<file path="src/rtl/cpu_bus_arbiter_pkg.sv">
`default_nettype none
// ============================================================================
//  Module   : cpu_bus_arbiter_pkg
//  Purpose  : Shared encodings for the instruction/data bus arbiter.
//  Revision : 1.0 - initial release
// ============================================================================
package cpu_bus_arbiter_pkg;

  // Transaction sequencer states
  typedef enum logic [1:0] {
    ARB_IDLE = 2'd0,
    ARB_ADDR = 2'd1,
    ARB_DATA = 2'd2
  } arb_state_t;

  // Which requester owns the transaction in flight
  typedef enum logic {
    OWN_INST = 1'b0,
    OWN_DATA = 1'b1
  } arb_owner_t;

  // Access size encodings on the SRAM-like bus
  localparam logic [1:0] SIZE_B = 2'd0;
  localparam logic [1:0] SIZE_H = 2'd1;
  localparam logic [1:0] SIZE_W = 2'd2;

  // Wide enough for a starvation limit of up to 15
  localparam int STARVE_CNT_W = 4;

endpackage
`default_nettype wire

</file>
<file path="src/rtl/cpu_bus_arbiter_starve_counter.sv">
`default_nettype none
// ============================================================================
//  Module   : arb_starve_counter
//  Purpose  : Saturating count of data grants made while a fetch is waiting.
//  Revision : 1.0 - initial release
// ============================================================================
module arb_starve_counter
  import cpu_bus_arbiter_pkg::*;
#(
  parameter int STARVE_LIMIT = 4
) (
  input  logic clk,
  input  logic rst,
  input  logic i_clr,
  input  logic i_inc,
  output logic o_at_limit
);

  localparam logic [STARVE_CNT_W-1:0] C_LIMIT = STARVE_CNT_W'(STARVE_LIMIT);

  logic [STARVE_CNT_W-1:0] r_cnt;

  assign o_at_limit = (r_cnt == C_LIMIT);

  // Clear wins over increment; increment stops once the limit is reached
  always_ff @(posedge clk) begin
    if (!rst) begin
      r_cnt <= '0;
    end else if (i_clr) begin
      r_cnt <= '0;
    end else if (i_inc && !o_at_limit) begin
      r_cnt <= r_cnt + 1'b1;
    end
  end

endmodule
`default_nettype wire

</file>
<file path="src/rtl/cpu_bus_arbiter.sv">
`default_nettype none
// ============================================================================
//  Module   : cpu_bus_arbiter
//  Purpose  : Shares one SRAM-like bus between instruction fetch and
//             load/store, one transaction at a time, and reports stalls.
//  Revision : 1.0 - initial release
// ============================================================================
module cpu_bus_arbiter
  import cpu_bus_arbiter_pkg::*;
#(
  parameter int STARVE_LIMIT = 4,
  parameter int ADDR_W       = 32
) (
  input  logic              clk,
  input  logic              rst,
  // instruction fetch port
  input  logic              inst_req,
  input  logic [ADDR_W-1:0] inst_addr,
  output logic              inst_addr_ok,
  output logic              inst_data_ok,
  output logic [31:0]       inst_rdata,
  // load/store port
  input  logic              data_req,
  input  logic              data_wr,
  input  logic [1:0]        data_size,
  input  logic [ADDR_W-1:0] data_addr,
  input  logic [31:0]       data_wdata,
  output logic              data_addr_ok,
  output logic              data_data_ok,
  output logic [31:0]       data_rdata,
  // shared bus
  output logic              bus_req,
  output logic              bus_wr,
  output logic [1:0]        bus_size,
  output logic [ADDR_W-1:0] bus_addr,
  output logic [31:0]       bus_wdata,
  input  logic              bus_addr_ok,
  input  logic              bus_data_ok,
  input  logic [31:0]       bus_rdata,
  // hazard unit
  output logic              stallreq_from_if,
  output logic              stallreq_from_mem
);

  arb_state_t r_state;
  arb_state_t w_state_nxt;
  arb_owner_t r_owner;
  arb_owner_t w_owner_nxt;
  logic       w_bus_req_nxt;
  logic       w_grant_data;
  logic       w_grant_inst;
  logic       w_addr_ok;
  logic       w_data_ok;
  logic       w_starve_at_limit;
  logic       w_starve_inc;
  logic       w_starve_clr;

  // A fetch that has watched too many data grants go by wins the next slot
  assign w_starve_inc = w_grant_data & inst_req;
  assign w_starve_clr = w_grant_inst | ((r_state == ARB_IDLE) & ~inst_req);

  arb_starve_counter #(
    .STARVE_LIMIT (STARVE_LIMIT)
  ) u_starve (
    .clk        (clk),
    .rst        (rst),
    .i_clr      (w_starve_clr),
    .i_inc      (w_starve_inc),
    .o_at_limit (w_starve_at_limit)
  );

  // Grant decision, phase sequencing and ok-pulse generation
  always_comb begin
    w_state_nxt   = r_state;
    w_owner_nxt   = r_owner;
    w_bus_req_nxt = bus_req;
    w_grant_data  = 1'b0;
    w_grant_inst  = 1'b0;
    w_addr_ok     = 1'b0;
    w_data_ok     = 1'b0;
    case (r_state)
      ARB_IDLE: begin
        if (data_req && !(inst_req && w_starve_at_limit)) begin
          w_grant_data  = 1'b1;
          w_owner_nxt   = OWN_DATA;
          w_bus_req_nxt = 1'b1;
          w_state_nxt   = ARB_ADDR;
        end else if (inst_req) begin
          w_grant_inst  = 1'b1;
          w_owner_nxt   = OWN_INST;
          w_bus_req_nxt = 1'b1;
          w_state_nxt   = ARB_ADDR;
        end
      end
      ARB_ADDR: begin
        // a data_ok arriving together with addr_ok is deliberately dropped
        if (bus_addr_ok) begin
          w_addr_ok     = 1'b1;
          w_bus_req_nxt = 1'b0;
          w_state_nxt   = ARB_DATA;
        end
      end
      ARB_DATA: begin
        if (bus_data_ok) begin
          w_data_ok   = 1'b1;
          w_state_nxt = ARB_IDLE;
        end
      end
      default: begin
        w_bus_req_nxt = 1'b0;
        w_state_nxt   = ARB_IDLE;
      end
    endcase
  end

  // Sequencer state, owner and bus request registers
  always_ff @(posedge clk) begin
    if (!rst) begin
      r_state <= ARB_IDLE;
      r_owner <= OWN_INST;
      bus_req <= 1'b0;
    end else begin
      r_state <= w_state_nxt;
      r_owner <= w_owner_nxt;
      bus_req <= w_bus_req_nxt;
    end
  end

  // Capture the winner's request fields at grant; they stay put until the next grant
  always_ff @(posedge clk) begin
    if (!rst) begin
      bus_wr    <= 1'b0;
      bus_size  <= 2'd0;
      bus_addr  <= '0;
      bus_wdata <= 32'd0;
    end else if (w_grant_data) begin
      bus_wr    <= data_wr;
      bus_size  <= data_size;
      bus_addr  <= data_addr;
      bus_wdata <= data_wdata;
    end else if (w_grant_inst) begin
      bus_wr    <= 1'b0;
      bus_size  <= SIZE_W;
      bus_addr  <= inst_addr;
      bus_wdata <= 32'd0;
    end
  end

  // Pulses are steered to the owner only, and suppressed while reset is held
  assign inst_addr_ok = rst & w_addr_ok & (r_owner == OWN_INST);
  assign data_addr_ok = rst & w_addr_ok & (r_owner == OWN_DATA);
  assign inst_data_ok = rst & w_data_ok & (r_owner == OWN_INST);
  assign data_data_ok = rst & w_data_ok & (r_owner == OWN_DATA);

  assign inst_rdata = bus_rdata;
  assign data_rdata = bus_rdata;

  // A requester stalls while its access is pending, releasing on its data_ok cycle
  assign stallreq_from_if  = (inst_req | ((r_state != ARB_IDLE) & (r_owner == OWN_INST)))
                             & ~inst_data_ok;
  assign stallreq_from_mem = (data_req | ((r_state != ARB_IDLE) & (r_owner == OWN_DATA)))
                             & ~data_data_ok;

endmodule
`default_nettype wire

</file>
<file path="config.mk">
export PLATFORM = sky130hd
export DESIGN_NAME = cpu_bus_arbiter
export DESIGN_NICKNAME = d
export VERILOG_FILES = /design/src/rtl/cpu_bus_arbiter_pkg.sv /design/src/rtl/cpu_bus_arbiter_starve_counter.sv /design/src/rtl/cpu_bus_arbiter.sv
export SDC_FILE = /design/constraint.sdc
export NUM_CORES = 1
export LEC_CHECK = 0
export ABC_AREA = 1
export BUFFER_PORTS_ARGS = -buffer_cell sky130_fd_sc_hd__buf_2
export CORE_MARGIN = 10
export CORE_UTILIZATION = 30
export DETAILED_ROUTE_END_ITERATION = 10
export GPL_TIMING_DRIVEN = 0
export PLACE_DENSITY = 0.71
export SLEW_MARGIN = 20
export SYNTH_ARGS = -nofsm -noshare
export SYNTH_HDL_FRONTEND = slang
export SYNTH_SLANG_ARGS = --single-unit
</file>
<file path="constraint.sdc">
create_clock -name clk -period 1.2 [get_ports clk]
set_input_delay 0 -clock clk [delete_from_list [all_inputs] [get_ports clk]]
set_output_delay 0 -clock clk [all_outputs]
set_load 0.02 [all_outputs]
</file>
* Word-level counts from Yosys, hierarchy flattened
Index checks and enable logic that the tools add are counted.
** Storage, ports and cells
- Register bits :: 75
- Output and inout port bits :: 138
** Cells by class
- Reduce and logical (&&, ||, !) cells :: 13
- Multiplexer cells :: 28
- Bitwise operators :: 21
- Equality and inequality tests :: 6
- Add/sub/neg operators :: 1
** Operators with widths (count)
- 32-bit 2-to-1 mux :: 4
- 1-bit 2-to-1 mux :: 16
- 1-bit AND :: 12
- 2-bit 2-to-1 mux :: 6
- 1-bit NOT :: 6
- 2-bit case mux with 3 select lines :: 1
- 3-bit AND reduction :: 2
- 2-bit nonzero test :: 3
- 4-bit by 1-bit adder with 4-bit output (second input constant) :: 1
- 4-bit by 3-bit equality test with 1-bit output (second input constant) :: 1
- 2-bit inequality test (second input constant) :: 2
- 1-bit logical AND :: 3
- 3-bit by 2-bit inequality test with 1-bit output (second input constant) :: 1
- 1-bit bitwise OR :: 3
- 1-bit case mux with 3 select lines :: 1
- 2-bit by 1-bit equality test with 1-bit output (second input constant) :: 1
- 2-bit equality test (second input constant) :: 1
- 1-bit zero test :: 2
- 2-bit zero test :: 1
- 2-bit AND reduction :: 1
- 2-bit OR reduction :: 1

* Depth between registers and ports, before layout
- Depth after elaboration :: 8
- Gate-level depth with buffers :: 8
- Gate-level depth less buffers :: 7

* Cells and area by module
A second synthesis with hierarchy kept.
** Second synthesis, totals
- Cells, all modules :: 540
- Area total of the unflattened synthesis :: 3848.7 um^2
** Modules (own cells, without submodules)
- cpu_bus_arbiter :: area each 3602.2 um^2, instances 1, seq. area each 1421.4 um^2, cells an instance 503
- arb_starve_counter :: area each 246.5 um^2, instances 1, seq. area each 80.1 um^2, cells an instance 37

* Worst setup path before layout
Ideal clock, no wire load.
- Path kind :: register -> register
- Start :: register u_starve.r_cnt[0]
- End :: register bus_wdata[14]
- Path slack :: -0.143 ns
- Arrival :: 1.273 ns
- Clock period less this slack :: 1.343 ns
- Cell stages (with the launch flop) :: 9
- Data required time :: 1.130 ns
- Cell sequence :: dfxtp_1 inv_1 ha_1 nand4_2 nand3_4 inv_2 buf_4 nand2_1 a21oi_1
** Between the ends
- Word-level cells in the longest chain between the ends :: 7
- Elaborated cells between the ends (all ways) :: 10
- Classes of those cells :: 1 x eq/ne; 5 x mux; 4 x reduce/logical
** RTL lines
- start, declared :: RTL line cpu_bus_arbiter_starve_counter.sv:21 : logic [STARVE_CNT_W-1:0] r_cnt;
- start signal, assigned :: RTL line cpu_bus_arbiter_starve_counter.sv:32 : r_cnt <= r_cnt + 1'b1;
- 4-bit by 3-bit equality test with 1-bit output (*) :: RTL line cpu_bus_arbiter_starve_counter.sv:23 : assign o_at_limit = (r_cnt == C_LIMIT);
- 1-bit logical AND (*) :: RTL line cpu_bus_arbiter.sv:83 : if (data_req && !(inst_req && w_starve_at_limit)) begin
- 1-bit zero test (*) :: RTL line cpu_bus_arbiter.sv:83
- 1-bit logical AND (*) :: RTL line cpu_bus_arbiter.sv:83
- 1-bit 2-to-1 mux :: RTL line cpu_bus_arbiter.sv:83
- 1-bit 2-to-1 mux :: RTL line cpu_bus_arbiter.sv:81 : case (r_state)
- 32-bit 2-to-1 mux or 2-bit nonzero test (tied branches)
- end signal, assigned :: RTL line cpu_bus_arbiter.sv:140 : bus_wdata <= data_wdata;
- end, declared :: RTL line cpu_bus_arbiter.sv:36 : output logic [31:0] bus_wdata,
Every way passes the cells marked *; elsewhere a longest branch is shown, timed or not.
A chain may end at the register's enable or synchronous reset.

* Final worst setup path
- Start :: register u_starve.r_cnt[0]
- End :: register bus_wdata[28]
Same word-level chain as after synthesis.

==> qor.csv <==
stage;metric;value;unit
outcome;outcome;finished with violations;
outcome;failing checks;setup timing;
detailed_routing;vias;4477;
min_path;path category of the worst min-delay check;input port to register;
grt;GR Overflow Total;0;
timing;worst relative slew slack;58.8;%
place;final weighted congestion in routability-driven placement;0.778;
timing;max frequency;728;MHz
clock_network;TritonCTS clock tree;yes;
cells_and_area;layout overhead on the synthesized area;69.6;%
grt;initial antenna violation count;1;
cells_and_area;most common cell after layout, fill and taps aside;buf_2;
worst_setup_path;Arr. time, crit path;1630;ps
place;number of input and output port buffers inserted;241;
die;initial core utilization;30.9;%
timing;final setup violation count;78;
clock_network;root buffer cell;clkbuf_16;
die;overall die width;134;um
timing;setup TNS;-9140;ps
die;die footprint;18100;um^2
detailed_routing;DRT iter0 DRCs;191;
synthesis;count of mapped cells out of synthesis;529;
timing;clock skew after layout;4.80;ps
power;highest ir drop seen on vdd;0.000678;V
clock_network;Clock Sinks;75;
worst_setup_path;startpoint types;register;
synthesis;async set or reset register ratio after synthesis;0;%
timing;post-route minimum period;1370;ps
timing;final setup margin;-173;ps
clock_network;clock transition at the registers of the reported paths;60;ps
grt;vias in the first global route;4556;
clock_network;Max Root-Sink Buffers;2;
timing;number of hold-slack violations in the final timing report;0;
power;Pwr Total;7.92;mW
synthesis;Ys Warns;0;
power;Leakage Power;3.43;nW
synthesis;post-synth net total;668;
detailed_routing;Post-route DRC;0;
clock_network;number of H-tree branching levels;3;
timing;worst-case hold slack;14.0;ps
timing;final number of max-transition violations;0;
detailed_routing;remaining antenna violation count;0;
detailed_routing;post-DR vias/cell;4.31;
synthesis;part of the Yosys area used for sequential elements;38.2;%
timing;transition time at the pin with the least slew margin;618;ps
synthesis;leading register cell type out of synthesis;dfxtp_1;
synthesis;post-synth cell types;25;
detailed_routing;total wire length;15700;um
grt;Tot GR Track Use;16.3;%
worst_setup_path;Crit. End Element;register;
place;HPWL reported at the end of detailed placement;11400;um
power;total power density per cell area;1190;nW/um^2
worst_setup_path;Critical Path Fanout Max;8;
die;number of I/O pins;275;
die;# rows;41;
grt;wire length of the first global-routing pass;24000;um
worst_setup_path;Crit path required time;1460;ps
clock_network;later-pin clock latency in the skew report;330;ps
timing;unrepaired setup endpoints after global routing;yes;
timing;final period utilization;114;%
synthesis;total of flip-flops plus latches after synthesis;75;
clock_network;total CTS buffers;9;
detailed_routing;routed wirelength normalized by instance count;15.1;um
synthesis;Post-synth EDFFs;0;
die;standard cell core area;12700;um^2
cells_and_area;most used cells in the layout excluding fill and tap cells;buf_2 (243), nand2_1 (131), buf_4 (83);
cells_and_area;fill cell total of the finished layout;1203;
grt;maximum number of pins on one net before global-route repair;13;
die;die outline height;134;um
synthesis;post-synth design cell area;3930;um^2
synthesis;mean instance size in the synthesized netlist;7.43;um^2
worst_setup_path;worst setup path category;register to register;
cells_and_area;share of post-route cells with drive strength above 1;49.9;%
job;count of maximum capacitance violations;0;
detailed_routing;total iterations of the first detailed-routing run;4;
cells_and_area;final net count;998;
[report_power, final]
part           leakage, nW  internal [mW]  switching (mW)
clock                0.145           1.66            1.00
sequential           0.621           2.72           0.114
combinational         2.67           1.07            1.35
[metrics by stage]
step | area (um^2) | util [%] | worst slack, ps | std cells
after floorplan | 3980 | - | -29.9 | 529
after global placement | 5400 | 42.4 | -230 | 942
after detailed placement | 5400 | 42.4 | -271 | 942
after CTS | 6540 | 51.4 | -175 | 1030
after global routing | 6660 | 52.3 | -255 | 1036
final | 6660 | 52.4 | -173 | 1038
[final timing paths]
kind / startpoint / endpoint / slack (ps) / cells past startpoint
max: u_starve.r_cnt[0]$_SDFFE_PP0P_ / bus_wdata[28]$_SDFFE_PN0P_ / -170 / 8
min: inst_addr[27] / bus_addr[27]$_SDFFE_PN0P_ / 10 / 5
max reg2reg: u_starve.r_cnt[0]$_SDFFE_PP0P_ / bus_wdata[28]$_SDFFE_PN0P_ / -170 / 8
min reg2reg: bus_wdata[7]$_SDFFE_PN0P_ / bus_wdata[7]$_SDFFE_PN0P_ / 460 / 2
[worst max-delay path, cell delays in order, from the launching register on]
cell,delay [ps]
dfxtp_2,330
inv_2,50
ha_4,160
nand4_4,130
nand3_4,160
inv_8,150
buf_8,130
nand2_4,50
a21oi_2,140
[Yosys cell counts, types with 3 or more instances]
library cell | number | area [um^2]
inv_1 | 45 | 169
nand2_1 | 144 | 541
dfxtp_1 | 75 | 1500
buf_4 | 76 | 571
a21oi_2 | 18 | 158
clkbuf_1 | 7 | 26.3
a21oi_1 | 55 | 275
nand3_1 | 4 | 20.0
buf_6 | 3 | 33.8
buf_2 | 9 | 45.0
nor2_1 | 8 | 30.0
nand3b_1 | 32 | 240
o21ai_1 | 20 | 100
o21ai_0 | 18 | 90.1
[layout make-up]
type	instances	area, um^2	area share [%]
diodes	2	5.00	0.0751
plain buffers	96	727	10.9
clock buffers	11	243	3.64
clock inverters	5	52.6	0.789
inverters	47	184	2.76
multi-input cells	311	1730	25.9
flip-flops and latches	75	1510	22.7
well taps	172	215	3.23
repair buffers	319	2000	30.0
[metal layers]
layer  wire length [um]  vias to the layer above  track usage [%]
li1                   -                     2279                -
met4                378                        2             5.62
met2               8150                      153             30.1
met1               5820                     2014             16.2
met3               1300                       29             6.34
met5                  7                        -                0
[timing repair]
| action | 4_1_cts | 5_1_grt |
|---|---|---|
| endpoints found under the hold margin | 60 | 0 |
| setup buffers | 9 | 7 |
| gates resized for setup | 51 | 23 |
| pin swaps | 10 | 15 |
| endpoints found under the setup margin | 80 | 80 |
| gates cloned | 3 | 0 |
| hold buffers | 60 | 0 |
[state kept, by name, summed over array words and instances, names as in the netlist]
name,flops
bus_addr,32
bus_wdata,32
u_starve.r_cnt,4
bus_size,2
r_state,2
bus_req,1
bus_wr,1
r_owner,1
[cells by family (layout without fill, tap and decap cells)]
kind of cell	count (synthesis)	after routing	share of synthesized area, %
compound gates	114	114	16.4
simple gates	193	193	22.5
flops	75	75	38.2
fa+ha+maj	2	2	0.637
other cells	0	2	0
xor+xnor	2	2	0.446
buf+inv	143	478	21.8
(Power assumes the default switching activity.)
